**config.mk**
```make
export PLATFORM = sky130hd
export DESIGN_NAME = alu_sequencer
export DESIGN_NICKNAME = d
export VERILOG_FILES = /design/src/rtl/alu_sequencer.sv
export SDC_FILE = /design/constraint.sdc
export NUM_CORES = 1
export LEC_CHECK = 0
export CAP_MARGIN = 10
export CELL_PAD_IN_SITES_DETAIL_PLACEMENT = 0
export CELL_PAD_IN_SITES_GLOBAL_PLACEMENT = 1
export CORE_MARGIN = 1
export CORE_UTILIZATION = 35
export DETAILED_ROUTE_END_ITERATION = 8
export PLACE_DENSITY = 0.87
export SYNTH_ARGS = -nofsm -noshare
export SYNTH_HDL_FRONTEND = slang
export SYNTH_SLANG_ARGS = --single-unit
export TNS_END_PERCENT = 100
```
**constraint.sdc**
```tcl
create_clock -name clk -period 3 [get_ports clk]
set_input_delay 0.6 -clock clk [delete_from_list [all_inputs] [get_ports clk]]
set_output_delay 0.6 -clock clk [all_outputs]
set_load 0.02 [all_outputs]
```
**src/rtl/alu_sequencer.sv**
```systemverilog
// Multi-cycle execution controller for the CPU ALU: fetches an instruction word,
// classifies its opcode and strobes ALU, multiplier, RAMd, stack, register and PC controls.
module alu_sequencer #(
  parameter int MUL_LATENCY = 4,
  parameter int MEM_LATENCY = 2
) (
  input  logic        clk,
  input  logic        reset,
  input  logic        run,
  input  logic [15:0] instr,
  input  logic        instr_valid,
  input  logic        jump,
  output logic        fetch_req,
  output logic        alu_enable,
  output logic        exec2,
  output logic        mul_start,
  output logic        mem_re,
  output logic        mem_we,
  output logic        stack_push,
  output logic        stack_pop,
  output logic        reg_we,
  output logic        pc_inc,
  output logic        pc_load,
  output logic        halted,
  output logic [2:0]  state
);

  localparam int MAX_LAT = (MUL_LATENCY > MEM_LATENCY) ? MUL_LATENCY : MEM_LATENCY;
  localparam int CW = $clog2(MAX_LAT) + 1;
  localparam logic [CW-1:0] MUL_LOAD = CW'(MUL_LATENCY - 1);
  localparam logic [CW-1:0] MEM_LOAD = CW'(MEM_LATENCY - 1);

  localparam logic [5:0] OP_CLL = 6'b100110;
  localparam logic [5:0] OP_RTN = 6'b100111;
  localparam logic [5:0] OP_PSH = 6'b101000;
  localparam logic [5:0] OP_POP = 6'b101001;
  localparam logic [5:0] OP_LDR = 6'b101010;
  localparam logic [5:0] OP_STR = 6'b101011;
  localparam logic [5:0] OP_STP = 6'b111111;

  typedef enum logic [2:0] {
    S_HALT    = 3'd0,
    S_FETCH   = 3'd1,
    S_EXEC    = 3'd2,
    S_MULWAIT = 3'd3,
    S_MEM     = 3'd4,
    S_EXEC2   = 3'd5
  } state_t;

  state_t          state_q, state_d;
  logic [15:0]     ir_q, ir_d;
  logic [CW-1:0]   cnt_q, cnt_d;

  logic [5:0] op;
  logic       direct, is_jmp, is_reg, is_mul;

  assign op     = ir_q[14:9];
  assign direct = ir_q[15];
  assign is_jmp = (op <= 6'd11);
  assign is_mul = op inside {[6'd28:6'd30]};
  assign is_reg = op inside {[6'd12:6'd22], [6'd24:6'd26], 6'd31, [6'd32:6'd34], 6'd36};

  always_comb begin
    state_d = state_q;
    ir_d    = ir_q;
    cnt_d   = cnt_q;
    case (state_q)
      S_HALT:  if (run) state_d = S_FETCH;
      S_FETCH: begin
        if (instr_valid) begin
          ir_d    = instr;
          state_d = S_EXEC;
        end
      end
      S_EXEC: begin
        if (direct || op == OP_LDR || op == OP_STR) begin
          cnt_d   = MEM_LOAD;
          state_d = S_MEM;
        end else if (is_mul) begin
          cnt_d   = MUL_LOAD;
          state_d = S_MULWAIT;
        end else if (op == OP_RTN) begin
          state_d = S_EXEC2;
        end else if (op == OP_STP) begin
          state_d = S_HALT;
        end else begin
          state_d = S_FETCH;
        end
      end
      S_MULWAIT: begin
        if (cnt_q == '0) state_d = S_EXEC2;
        else             cnt_d   = cnt_q - 1'b1;
      end
      S_MEM: begin
        if (cnt_q == '0) state_d = (!direct && op == OP_LDR) ? S_EXEC2 : S_FETCH;
        else             cnt_d   = cnt_q - 1'b1;
      end
      S_EXEC2: state_d = S_FETCH;
      default: state_d = S_HALT;
    endcase
  end

  always_ff @(posedge clk or posedge reset) begin
    if (reset) begin
      state_q <= S_HALT;
      ir_q    <= '0;
      cnt_q   <= '0;
    end else begin
      state_q <= state_d;
      ir_q    <= ir_d;
      cnt_q   <= cnt_d;
    end
  end

  // Strobes decode straight from state so an async reset drops them immediately.
  always_comb begin
    fetch_req  = 1'b0;
    alu_enable = 1'b0;
    exec2      = 1'b0;
    mul_start  = 1'b0;
    mem_re     = 1'b0;
    mem_we     = 1'b0;
    stack_push = 1'b0;
    stack_pop  = 1'b0;
    reg_we     = 1'b0;
    pc_inc     = 1'b0;
    pc_load    = 1'b0;
    halted     = 1'b0;
    case (state_q)
      S_HALT: begin
        halted     = 1'b1;
        alu_enable = 1'b1;
      end
      S_FETCH: begin
        fetch_req  = 1'b1;
        alu_enable = 1'b1;
      end
      S_EXEC: begin
        if (direct) begin
          alu_enable = 1'b1;
          mem_we     = ir_q[14];
          mem_re     = ~ir_q[14];
        end else if (is_jmp) begin
          pc_load = jump;
          pc_inc  = ~jump;
        end else if (op == OP_CLL) begin
          stack_push = 1'b1;
          pc_load    = 1'b1;
        end else if (is_reg) begin
          reg_we = 1'b1;
          pc_inc = 1'b1;
        end else if (is_mul) begin
          mul_start = 1'b1;
        end else if (op == OP_PSH) begin
          stack_push = 1'b1;
          pc_inc     = 1'b1;
        end else if (op == OP_POP) begin
          stack_pop = 1'b1;
          reg_we    = 1'b1;
          pc_inc    = 1'b1;
        end else if (op == OP_LDR) begin
          mem_re = 1'b1;
        end else if (op == OP_STR) begin
          mem_we = 1'b1;
        end else if (op == OP_RTN) begin
          stack_pop = 1'b1;
        end else if (op != OP_STP) begin
          pc_inc = 1'b1;
        end
      end
      S_MEM: begin
        alu_enable = direct;
        if (cnt_q == '0) begin
          if (direct) begin
            reg_we = ~ir_q[14];
            pc_inc = 1'b1;
          end else if (op == OP_STR) begin
            pc_inc = 1'b1;
          end
        end
      end
      S_EXEC2: begin
        exec2 = 1'b1;
        if (op == OP_RTN) begin
          pc_load = 1'b1;
        end else begin
          reg_we = 1'b1;
          pc_inc = 1'b1;
        end
      end
      default: ;
    endcase
  end

  assign state = state_q;

endmodule

```
After elaboration in Yosys (flattened, before gate mapping)
Cells that the tools add are included.
{"block": "word_totals", "regBits": 22, "elab_cells": 144, "output_inout_bits": 15}
{"block": "classes", "muxes": 91, "n_eq_ne": 21, "bitwise_logic": 2, "n_addsub": 1, "n_reduce_logical": 17, "n_lt_le_gt_ge": 9}
{"op": "two-way mux 1 bit", "n": 74}
{"op": "== test 6 bit (second input constant)", "n": 8}
{"op": "two-way mux 3 bit", "n": 11}
{"op": "less-or-equal comparator 6 x 5 -> 1 bit (second input constant)", "n": 3}
{"op": "case mux 3 bit (6 select lines)", "n": 1}
{"op": ">= comparator 6 x 5 -> 1 bit (second input constant)", "n": 2}
{"op": "!= test 2 bit (second input constant)", "n": 5}
{"op": "case mux 1 bit (3 select lines)", "n": 3}
{"op": "== test 3 x 2 -> 1 bit (second input constant)", "n": 2}
{"op": "== test 3 bit (second input constant)", "n": 2}
{"op": "== test 6 x 5 -> 1 bit (second input constant)", "n": 1}
{"op": ">= comparator 6 x 4 -> 1 bit (second input constant)", "n": 1}
{"op": ">= comparator 6 bit (second input constant)", "n": 1}
{"op": "less-or-equal comparator 6 x 4 -> 1 bit (second input constant)", "n": 1}
{"op": "less-or-equal comparator 6 bit (second input constant)", "n": 1}
{"op": "zero test 3 bit", "n": 2}
{"op": "!= test 6 bit (second input constant)", "n": 1}
{"op": "case mux 3 bit (2 select lines)", "n": 1}
{"op": "logical AND 1 bit", "n": 5}
{"op": "nonzero test 5 bit", "n": 1}
{"op": "AND reduction 4 bit", "n": 1}
{"op": "OR reduction 2 bit", "n": 2}
{"op": "== test 3 x 1 -> 1 bit (second input constant)", "n": 1}
{"op": "!= test 3 bit (second input constant)", "n": 1}
{"op": "other kinds (8)", "n": 10}

Logic depth before layout (Yosys ltp)
{"block": "logic_depth", "ltp_word": 13, "mapped_depth": 7, "depth_no_buf": 6}

Worst setup path before layout
OpenSTA, ideal clock, no wires.
{"block": "synth_path", "kind": "register to output", "from": "register ir_q[13]", "to": "output pc_load", "setup_slack_ns": 0.814, "t_arrival_ns": 1.586, "path_buffers": 1, "path_stages_with_launch": 6, "required_time_ns": 2.400, "path_cell_list": "dfrtp_1 -> buf_6 -> nand2b_4 -> nor4_1 -> a21oi_1 -> o32ai_1"}
{"block": "synth_via", "elab_chain_len": 5, "word_cells_on_any_way": 8, "cone_classes": "order compare: 1; eq/ne: 2; mux: 5"}
{"element": "start, declared", "line": "51", "rtl": "logic [15:0] ir_q, ir_d;"}
{"element": "start signal, assigned", "line": "110", "rtl": "ir_q <= ir_d;"}
{"element": "parallel branches: the longest is 4 deep, another holds less-or-equal comparator 6 x 4 -> 1 bit"}
{"element": "case mux 1 bit (2 select lines) (*)", "line": "129", "rtl": "case (state_q)"}
{"element": "end, declared", "line": "23", "rtl": "output logic pc_load,"}
Mark *: on every way between the ends.

Worst setup path in the final report
{"block": "layout_path", "from": "register ir_q[10]", "to": "output reg_we"}
{"block": "layout_via", "elab_chain_len": 9, "word_cells_on_any_way": 29, "cone_classes": "order compare: 9; eq/ne: 6; mux: 9; reduce/logical: 5"}
{"element": "parallel branches: the longest is 8 deep, another holds >= comparator 6 x 4 -> 1 bit"}
{"element": "case mux 1 bit (3 select lines) (*)", "line": "129"}
{"element": "end, declared", "line": "21", "rtl": "output logic reg_we,"}
Marked as above.

==> key figures <==
Status
  • Outcome: finished, violations left
  • Failing checks: DRC

Placement
  • HPWL after DPL: 1946 um
  • IO Port Bufs: 26
  • RePlAce Congestion: 0.7970

Logic synthesis
  • Syn. warnings: 0
  • Post-synth top flop: dfrtp_1
  • Synthesized flop and latch total: 13
  • Mapped Nets: 153
  • Post-synth EDFFs: 0
  • Post-synth cell types: 49
  • Top post-synthesis cells by area: dfrtp_1 (30%), nand2_1 (4.2%), nand3_1 (3.3%), o21ai_0 (3.3%), nor2_1 (3.1%)
  • Leading area contributor after synthesis: dfrtp_1
  • Synthesized area: 1076 um2
  • Syn_area_per_cell: between 8 and 9 um2
  • Async SR Flop Fraction: 100.0%
  • Share of the synthesized area in the top cell type: a little under a third
  • Cell count after synthesis: 130
  • Seq/Total Area, Yosys: 30.23%

Critical path
  • CP max FO: 10
  • CP max-delay cell: clkdlybuf4s50_1
  • Worst EP required: 2.40 ns
  • Reg2Reg Depth: 6
  • Reg2reg start: ir_q[14]
  • CP Capture Type: primary output
  • R2r setup slk: 1.02 ns
  • CP arrival: between 2 and 2.5 ns
  • Worst Path Buf+Inv: 1
  • CP most frequent cell: nand2_1
  • R2R Path End: cnt_q[1]
  • Slowest stage delay, CP: 0.53 ns
  • CP Cell Sequence: nand2_1, or4_4, nand2_1, o31ai_1, a32o_1, clkdlybuf4s50_1
  • CP delay by family, top: simple AND/OR/NAND/NOR gates
  • Critical path class: flop to primary output
  • CP Launch Type: flop

STA
  • Final hold vios: 0
  • Setup violators final: 0
  • Tmin final: 2.888 ns
  • Fin. max-slew vios: 0
  • Worst Skew: between 0.004 and 0.005 ns
  • Tcrit/Tclk final: 96.27%
  • Worst slew pin tran: 0.5151 ns
  • RSZ-0062 raised after global routing: false
  • Fmax: around 350 MHz
  • Worst rel slew slack: about two thirds
  • Setup TNS: 0 ns

Layout
  • Synth-to-layout area growth: 29.77%
  • # diodes: 0
  • Fin nets: 179
  • Commonest non-fill, non-tap cell in the layout: clkdlybuf4s50_1
  • Commonest cells after routing, fill and taps aside: clkdlybuf4s50_1 (26), nand2_1 (12), dfrtp_1 (9), nor2_1 (8)
  • Final core occ: 49.36%
  • Layout cells sized above 1: between 10% and 20%

Clock tree
  • Clk Tree Root Cell: clkbuf_4
  • # clock sinks: 13
  • CTS Hold Bufs: 0
  • H-tree levels: 1
  • Clk Latency, worst-skew pair: about 0.28 ns
  • CTS tree: yes
  • Clock transition at path regs: around 0.080 ns
  • CTS buffer count: 3
  • Worst-case clock buffer depth: 2

Route
  • WL/cell: 13.62 um
  • Via/cell ratio: around 5.5
  • DR pass1 iterations: 6
  • Final wirelength: 2533 um
  • DR vias: 1,026
  • DRC violation count after routing: 2
  • Antenna Nets Post-Route: 0
  • Drt initial violations: 23

Global route
  • Initial antenna violation count: 0
  • Global Route Usage Sum: 16.99%
  • Grt ovf: 0
  • Vias in the first global route: 959
  • First-pass GRT wire length: 4347 um
  • Pin count of the biggest net entering global routing: 15

Min path
  • Endpoint, Worst Hold: cnt_q[1]
  • Hold Path Class: flop to flop
  • Hold Startpoint: cnt_q[1]
  • Hold depth: 1

Floorplanning
  • Rows: 19
  • Die Ht: between 50 and 60 um
  • I/O pin cnt: 36
  • Die span in x: 57.45 um
  • Starting density of the core: 38.04%
  • Die area: 3300 um2
  • Core Area: approximately 2800 um2

Pwr
  • Static leakage: around 0.55 nW
  • PD cells: 1092 nW/um2
  • VDD IR max: around 0.51 mV

Run
  • Max Cap Violations: 0
logic make-up (layout without fill, tap and decap cells):
| logic type | Yosys count | after routing | synth area share (%) |
|---|---|---|---|
| compound gates | 33 | 33 | 20.81 |
| xor+xnor | 1 | 1 | 0.8141 |
| fa+ha+maj | 3 | 3 | 3.255 |
| buf+inv | 18 | 43 | 8.023 |
| flops | 13 | 13 | 30.23 |
| mux | 7 | 7 | 7.209 |
| simple gates | 55 | 55 | 29.65 |
cells in the mapped netlist, types with 2 or more instances:
cell type,count
dfrtp_1,13
nor2_1,9
nand2_1,12
a31oi_1,5
nor2b_1,3
nand3_1,7
ha_1,2
and2_1,2
nor4_1,2
mux2_1,3
clkbuf_1,2
a21oi_1,4
mux2_2,3
o21ai_0,7
buf_2,5
nor3_1,3
inv_1,7
o22ai_1,2
nand4b_1,2
nand2b_1,5
a2bb2oi_1,2
o31ai_1,3
state kept, by name (all words and copies together) (netlist names):
name   count
state      3
cnt_q      3
ir_q       7
worst reg2reg max path, delay by kind of cell (launching register included):
kind	cells	cell delay (ns)
flip-flops	1	0.44
multiplexers	1	0.35
buffers and inverters	1	0.19
AO/OA/AOI/OAI	1	0.34
AND/OR/NAND/NOR	3	0.56
metrics by stage:
step	cells	area [um2]	setup WS, ns	hold WS [ns]	total power [mW]
2_1_floorplan	130	1076	0.8138	0.4642	1.105
3_3_place_gp	182	1356	0.3301	0.4760	1.376
3_5_place_dp	182	1356	0.3145	0.4842	1.401
4_1_cts	186	1383	0.006904	0.5028	1.514
5_1_grt	186	1396	0.02417	0.5347	1.670
6_report	186	1396	0.1120	0.4976	1.525
where the power goes:
group / switching [mW] / total (mW) / internal, mW
Clock: 0.0612 / 0.113 / 0.0517
Sequential: 0.157 / 0.427 / 0.270
Combinational: 0.512 / 0.985 / 0.473
Total: 0.731 / 1.52 / 0.794
how the worst max path moves through the flow:
stage | start | endpoint | cells after the start
3_5_place_dp | ir_q[10] | reg_we | 6
6_report | ir_q[10] | reg_we | 6
2_1_floorplan | ir_q[13] | pc_load | 5
3_3_place_gp | ir_q[10] | reg_we | 6
5_1_grt | ir_q[10] | reg_we | 6
4_1_cts | ir_q[10] | reg_we | 6
cell type report:
type / count / area (um2)
clock buffers: 4 / 26.28
fillers: 292 / 1433
inverters: 8 / 30.03
multi-input cells: 99 / 673.1
flip-flops and latches: 13 / 330.3
well taps: 31 / 38.79
repair buffers: 31 / 297.8
routing by layer:
| metal | GRT usage, % | wire length (um) | vias up |
|---|---|---|---|
| met3 | 3.175 | 138 | 6 |
| met4 | 6.620 | 34 | 0 |
| met5 | 0 | 0 | - |
| met1 | 22.18 | 1143 | 465 |
| met2 | 27.74 | 1217 | 33 |
| li1 | - | - | 522 |
repair_timing:
action | 4_1_cts | 5_1_grt
buffers inserted | 0 | 0
setup endpoints to repair | 0 | 7
gates resized for setup | 0 | 6
(Power assumes the default switching activity.)
